--- src/rtl/rr_arbiter_8.sv ---
// Eight-way round-robin arbiter with registered one-hot grant, binary index and
// a bounded hold window so a persistent owner cannot starve the other requesters.
module rr_arbiter_8 #(
   parameter int MAX_HOLD = 4
) (
   input  logic       clk,
   input  logic       rst,
   input  logic [7:0] req,
   output logic [7:0] gnt,
   output logic [2:0] gnt_idx,
   output logic       gnt_valid,
   output logic       o_dbg_state
);

   localparam logic [0:0] ST_IDLE  = 1'b0;
   localparam logic [0:0] ST_OWNED = 1'b1;

   localparam logic [7:0] HOLD_LIM = MAX_HOLD[7:0];
   localparam bit         HOLD_EN  = (MAX_HOLD != 0);

   logic [0:0] r_state;
   logic [2:0] r_ptr;
   logic [7:0] r_hcnt;
   logic [7:0] r_gnt;
   logic [2:0] r_gnt_idx;
   logic       r_gnt_valid;

   logic       w_found;
   logic [2:0] w_win;
   logic [2:0] w_idx;
   logic       w_owner_req;
   logic       w_expired;

   // Search ptr+1 .. ptr+7 then ptr itself, so the latest owner ranks last.
   always_comb begin
      w_found = 1'b0;
      w_win   = r_ptr;
      w_idx   = r_ptr;
      for (int k = 1; k <= 8; k++) begin
         w_idx = r_ptr + 3'(k);
         if (!w_found && req[w_idx]) begin
            w_found = 1'b1;
            w_win   = w_idx;
         end
      end
   end

   assign w_owner_req = req[r_gnt_idx];
   assign w_expired   = HOLD_EN && (r_hcnt == HOLD_LIM);

   always_ff @(posedge clk) begin
      if (rst) begin
         r_state     <= ST_IDLE;
         r_ptr       <= 3'd7;
         r_hcnt      <= 8'd0;
         r_gnt       <= 8'h00;
         r_gnt_idx   <= 3'd0;
         r_gnt_valid <= 1'b0;
      end else begin
         case (r_state)
            ST_IDLE: begin
               if (w_found) begin
                  r_state     <= ST_OWNED;
                  r_ptr       <= w_win;
                  r_hcnt      <= 8'd1;
                  r_gnt       <= 8'h01 << w_win;
                  r_gnt_idx   <= w_win;
                  r_gnt_valid <= 1'b1;
               end
            end
            default: begin
               if (!w_owner_req) begin
                  if (w_found) begin
                     r_ptr     <= w_win;
                     r_hcnt    <= 8'd1;
                     r_gnt     <= 8'h01 << w_win;
                     r_gnt_idx <= w_win;
                  end else begin
                     r_state     <= ST_IDLE;
                     r_gnt       <= 8'h00;
                     r_gnt_valid <= 1'b0;
                  end
               end else if (w_expired) begin
                  // Owner ranks last in the search, so a different winner means others wait.
                  r_hcnt <= 8'd1;
                  if (w_win != r_gnt_idx) begin
                     r_ptr     <= w_win;
                     r_gnt     <= 8'h01 << w_win;
                     r_gnt_idx <= w_win;
                  end
               end else if (r_hcnt != 8'hFF) begin
                  r_hcnt <= r_hcnt + 8'd1;
               end
            end
         endcase
      end
   end

   assign gnt         = r_gnt;
   assign gnt_idx     = r_gnt_idx;
   assign gnt_valid   = r_gnt_valid;
   assign o_dbg_state = r_state;

endmodule
--- config.mk ---
export PLATFORM = sky130hd
export DESIGN_NAME = rr_arbiter_8
export DESIGN_NICKNAME = d
export VERILOG_FILES = /design/src/rtl/rr_arbiter_8.sv
export SDC_FILE = /design/constraint.sdc
export NUM_CORES = 1
export LEC_CHECK = 0
export ABC_AREA = 1
export CAP_MARGIN = 0
export CORE_MARGIN = 4
export CORE_UTILIZATION = 30
export DETAILED_ROUTE_END_ITERATION = 7
export PLACE_DENSITY = 0.52
export SYNTH_ARGS = -nofsm -noshare
export SYNTH_HDL_FRONTEND = slang
export SYNTH_SLANG_ARGS = --single-unit
--- constraint.sdc ---
create_clock -name clk -period 3.7 [get_ports clk]
set_clock_uncertainty 0.15 [all_clocks]
set_input_delay 0.37 -clock clk [delete_from_list [all_inputs] [get_ports clk]]
set_output_delay 0.37 -clock clk [all_outputs]
set_load 0.05 [all_outputs]
==> results_dict.tcl <==
set metrics [dict create \
    outcome "complete, no violations" \
    dieArea_um2 8240 \
    cpMaxStageDelayCell "ha_1" \
    synth_top_area_share 0.234 \
    synth_seq_area_share 0.234 \
    synth_compound_area_frac 0.0949 \
    gp_congestion 0.915 \
    clkTransAtPathRegs_ns 0.08 \
    cts_max_level 1 \
    critPathCaptureType "flip-flop" \
    cts-hold-fix-buffers 0 \
    min_period_ns 3.21 \
    grt_pass1_wl_um 9270 \
    timing.final.crit_share 0.869 \
    synth-seq-cells 24 \
    final.setup.tns_ns 0 \
    tightest_slew_ns 0.500 \
    cp_top_family "simple AND/OR/NAND/NOR gates" \
    pin_count 23 \
    yosysWarningCount 0 \
    cp_data_arrival_time_ns 3.23 \
    antenna_found_initial 0 \
    clock-sinks 24 \
    max_cap_violations 0 \
    critPathBufInv 6 \
    yosys-mux-area-fraction 0 \
    synthArstFlopShare 0 \
    fin_nets 391 \
    synth_edf_count 0 \
    synth-adder-area-share 0.0243 \
    start_kind "flip-flop" \
    cts_tree "yes" \
    path_class "flip-flop to flip-flop" \
    grt_pass1_vias 2030 \
    synth_top_family_by_area "simple AND/OR/NAND/NOR gates" \
    r2r_slack_ns 0.49 \
    synth_xor_area_frac 0.0250 \
    hold_class "flip-flop to flip-flop" \
    clock_path_buffers 2 \
    final_common_cell "nand2_1" \
    portBuffers 22 \
    synth.distinct_cells 33 \
    cts_setup_buffers 0 \
    dieWidth_um 90.8 \
    place_inst 449 \
    postSynthCellCount 357 \
    via_count 2175 \
    routed_via_density 4.80 \
    clock_latency_ns 0.26 \
    layout-drive-gt1-share 0.0878 \
    die_h_um 90.8 \
    rsz0062_at_grt "no" \
    grt_use_total 0.132 \
    slew_viol_final 0 \
    crit_fanout 11 \
    wl_per_cell_um 11.7 \
    slowest_delay_ns 0.46 \
    synthesis.area_um2 2060 \
    final_cell_mix "nand2_1 (124), inv_1 (44), nor2_1 (37)" \
    wirelength_um 5300 \
    grt_start_max_net_pins 17 \
    ys.flop_type "dfxtp_1" \
    area_growth_pct 15.9 \
    drc 0 \
    core_um2 6490 \
    synth_simple_gate_area_share 0.496 \
    start_util 0.317 \
    diodes 0 \
    synth_top_area_cell "dfxtp_1" \
    stdcell_count 453 \
    cts_root_buffer "clkbuf_8" \
    ys_top_cells_by_area "dfxtp_1 (23%), nand2_1 (23%), nand3_1 (8.8%)" \
    hpwl_um 4310 \
    cts-buffers-inserted 3 \
    finalSetupViolCount 0 \
    fmax_mhz 311 \
    worstPathCellList "inv_2, ha_1, inv_1, nand3_1, nand3_2, nand2_4, nor2_4, nand4_1, inv_1, nand2_1, nor2_1, inv_1, nor2_2, inv_1, nor2_1, inv_1, nand3_1, nor2_1, nor2_1, nor2_1" \
    cts_resized 0 \
    syn_nets 371 \
    relSlewSlack 0.666 \
    grt_overflow 0 \
    avgSynthCellArea_um2 5.76 \
    required_ns 3.72 \
    dr.pass1.iters 4 \
    drt_iter0_drc 89 \
    ant_nets 0 \
    finalHoldViolCount 0 \
    num_rows 29 \
]
Yosys cell counts, types with 3 or more instances:
library cell,n
a21oi_1,12
buf_2,3
dfxtp_1,24
ha_1,4
inv_1,44
inv_2,8
nand2_1,124
nand2_2,5
nand3_1,36
nand3_2,3
nand4_1,6
nor2_1,37
nor2_2,4
nor3_1,3
o211ai_1,3
o21ai_0,14
xor2_1,3
registers in the layout (all words and copies together) (netlist names):
register / count
r_ptr: 3
gnt: 8
gnt_idx: 3
r_hcnt: 8
gnt_valid: 1
o_dbg_state: 1
layer usage:
metal  track usage  part of all wire
met1         0.176              0.47
met2         0.224              0.48
met3        0.0108             0.027
met4        0.0465             0.027
met5             0                 0
per-stage QoR:
| step | util | hold WS [ns] | instance area [µm²] | setup WS (ns) |
|---|---|---|---|---|
| after floorplan | - | 0.291 | 2060 | 0.774 |
| after global placement | 0.358 | 0.303 | 2330 | 0.406 |
| after detailed placement | 0.358 | 0.309 | 2330 | 0.481 |
| after CTS | 0.367 | 0.325 | 2380 | 0.463 |
| after global routing | 0.367 | 0.364 | 2380 | 0.132 |
| final | 0.367 | 0.323 | 2380 | 0.486 |
worst reg2reg max path, delay by kind of cell (launching register included):
family	cells	cell delay, ns
buf+inv	6	0.70
flops	1	0.35
simple gates	13	1.45
fa+ha+maj	1	0.46
kinds of logic after synthesis:
| group | Yosys count |
|---|---|
| flip-flops | 24 |
| adder cells (fa/ha/maj) | 4 |
| AO/OA/AOI/OAI | 35 |
| AND/OR/NAND/NOR | 227 |
| XOR/XNOR | 5 |
| buffers and inverters | 62 |
final cells by class:
| class | instances | area [µm²] |
|---|---|---|
| multi-input combinational | 271 | 1320 |
| fill | 756 | 4110 |
| clock buffer | 4 | 55.1 |
| timing repair buffer | 24 | 235 |
| sequential | 24 | 480 |
| tap | 77 | 96.3 |
| inverter | 53 | 199 |
worst paths after layout:
check                         start                     end  cells after the start
max           r_ptr[0]$_SDFFE_PP1P_     gnt[3]$_SDFFE_PP0P_                     20
min          r_hcnt[6]$_SDFFE_PP0P_  r_hcnt[6]$_SDFFE_PP0P_                      2
max reg2reg   r_ptr[0]$_SDFFE_PP1P_     gnt[3]$_SDFFE_PP0P_                     20
min reg2reg  r_hcnt[6]$_SDFFE_PP0P_  r_hcnt[6]$_SDFFE_PP0P_                      2
Power is not shown: default switching activity piles up to over one toggle a cycle in this logic, so the estimate is an artifact.
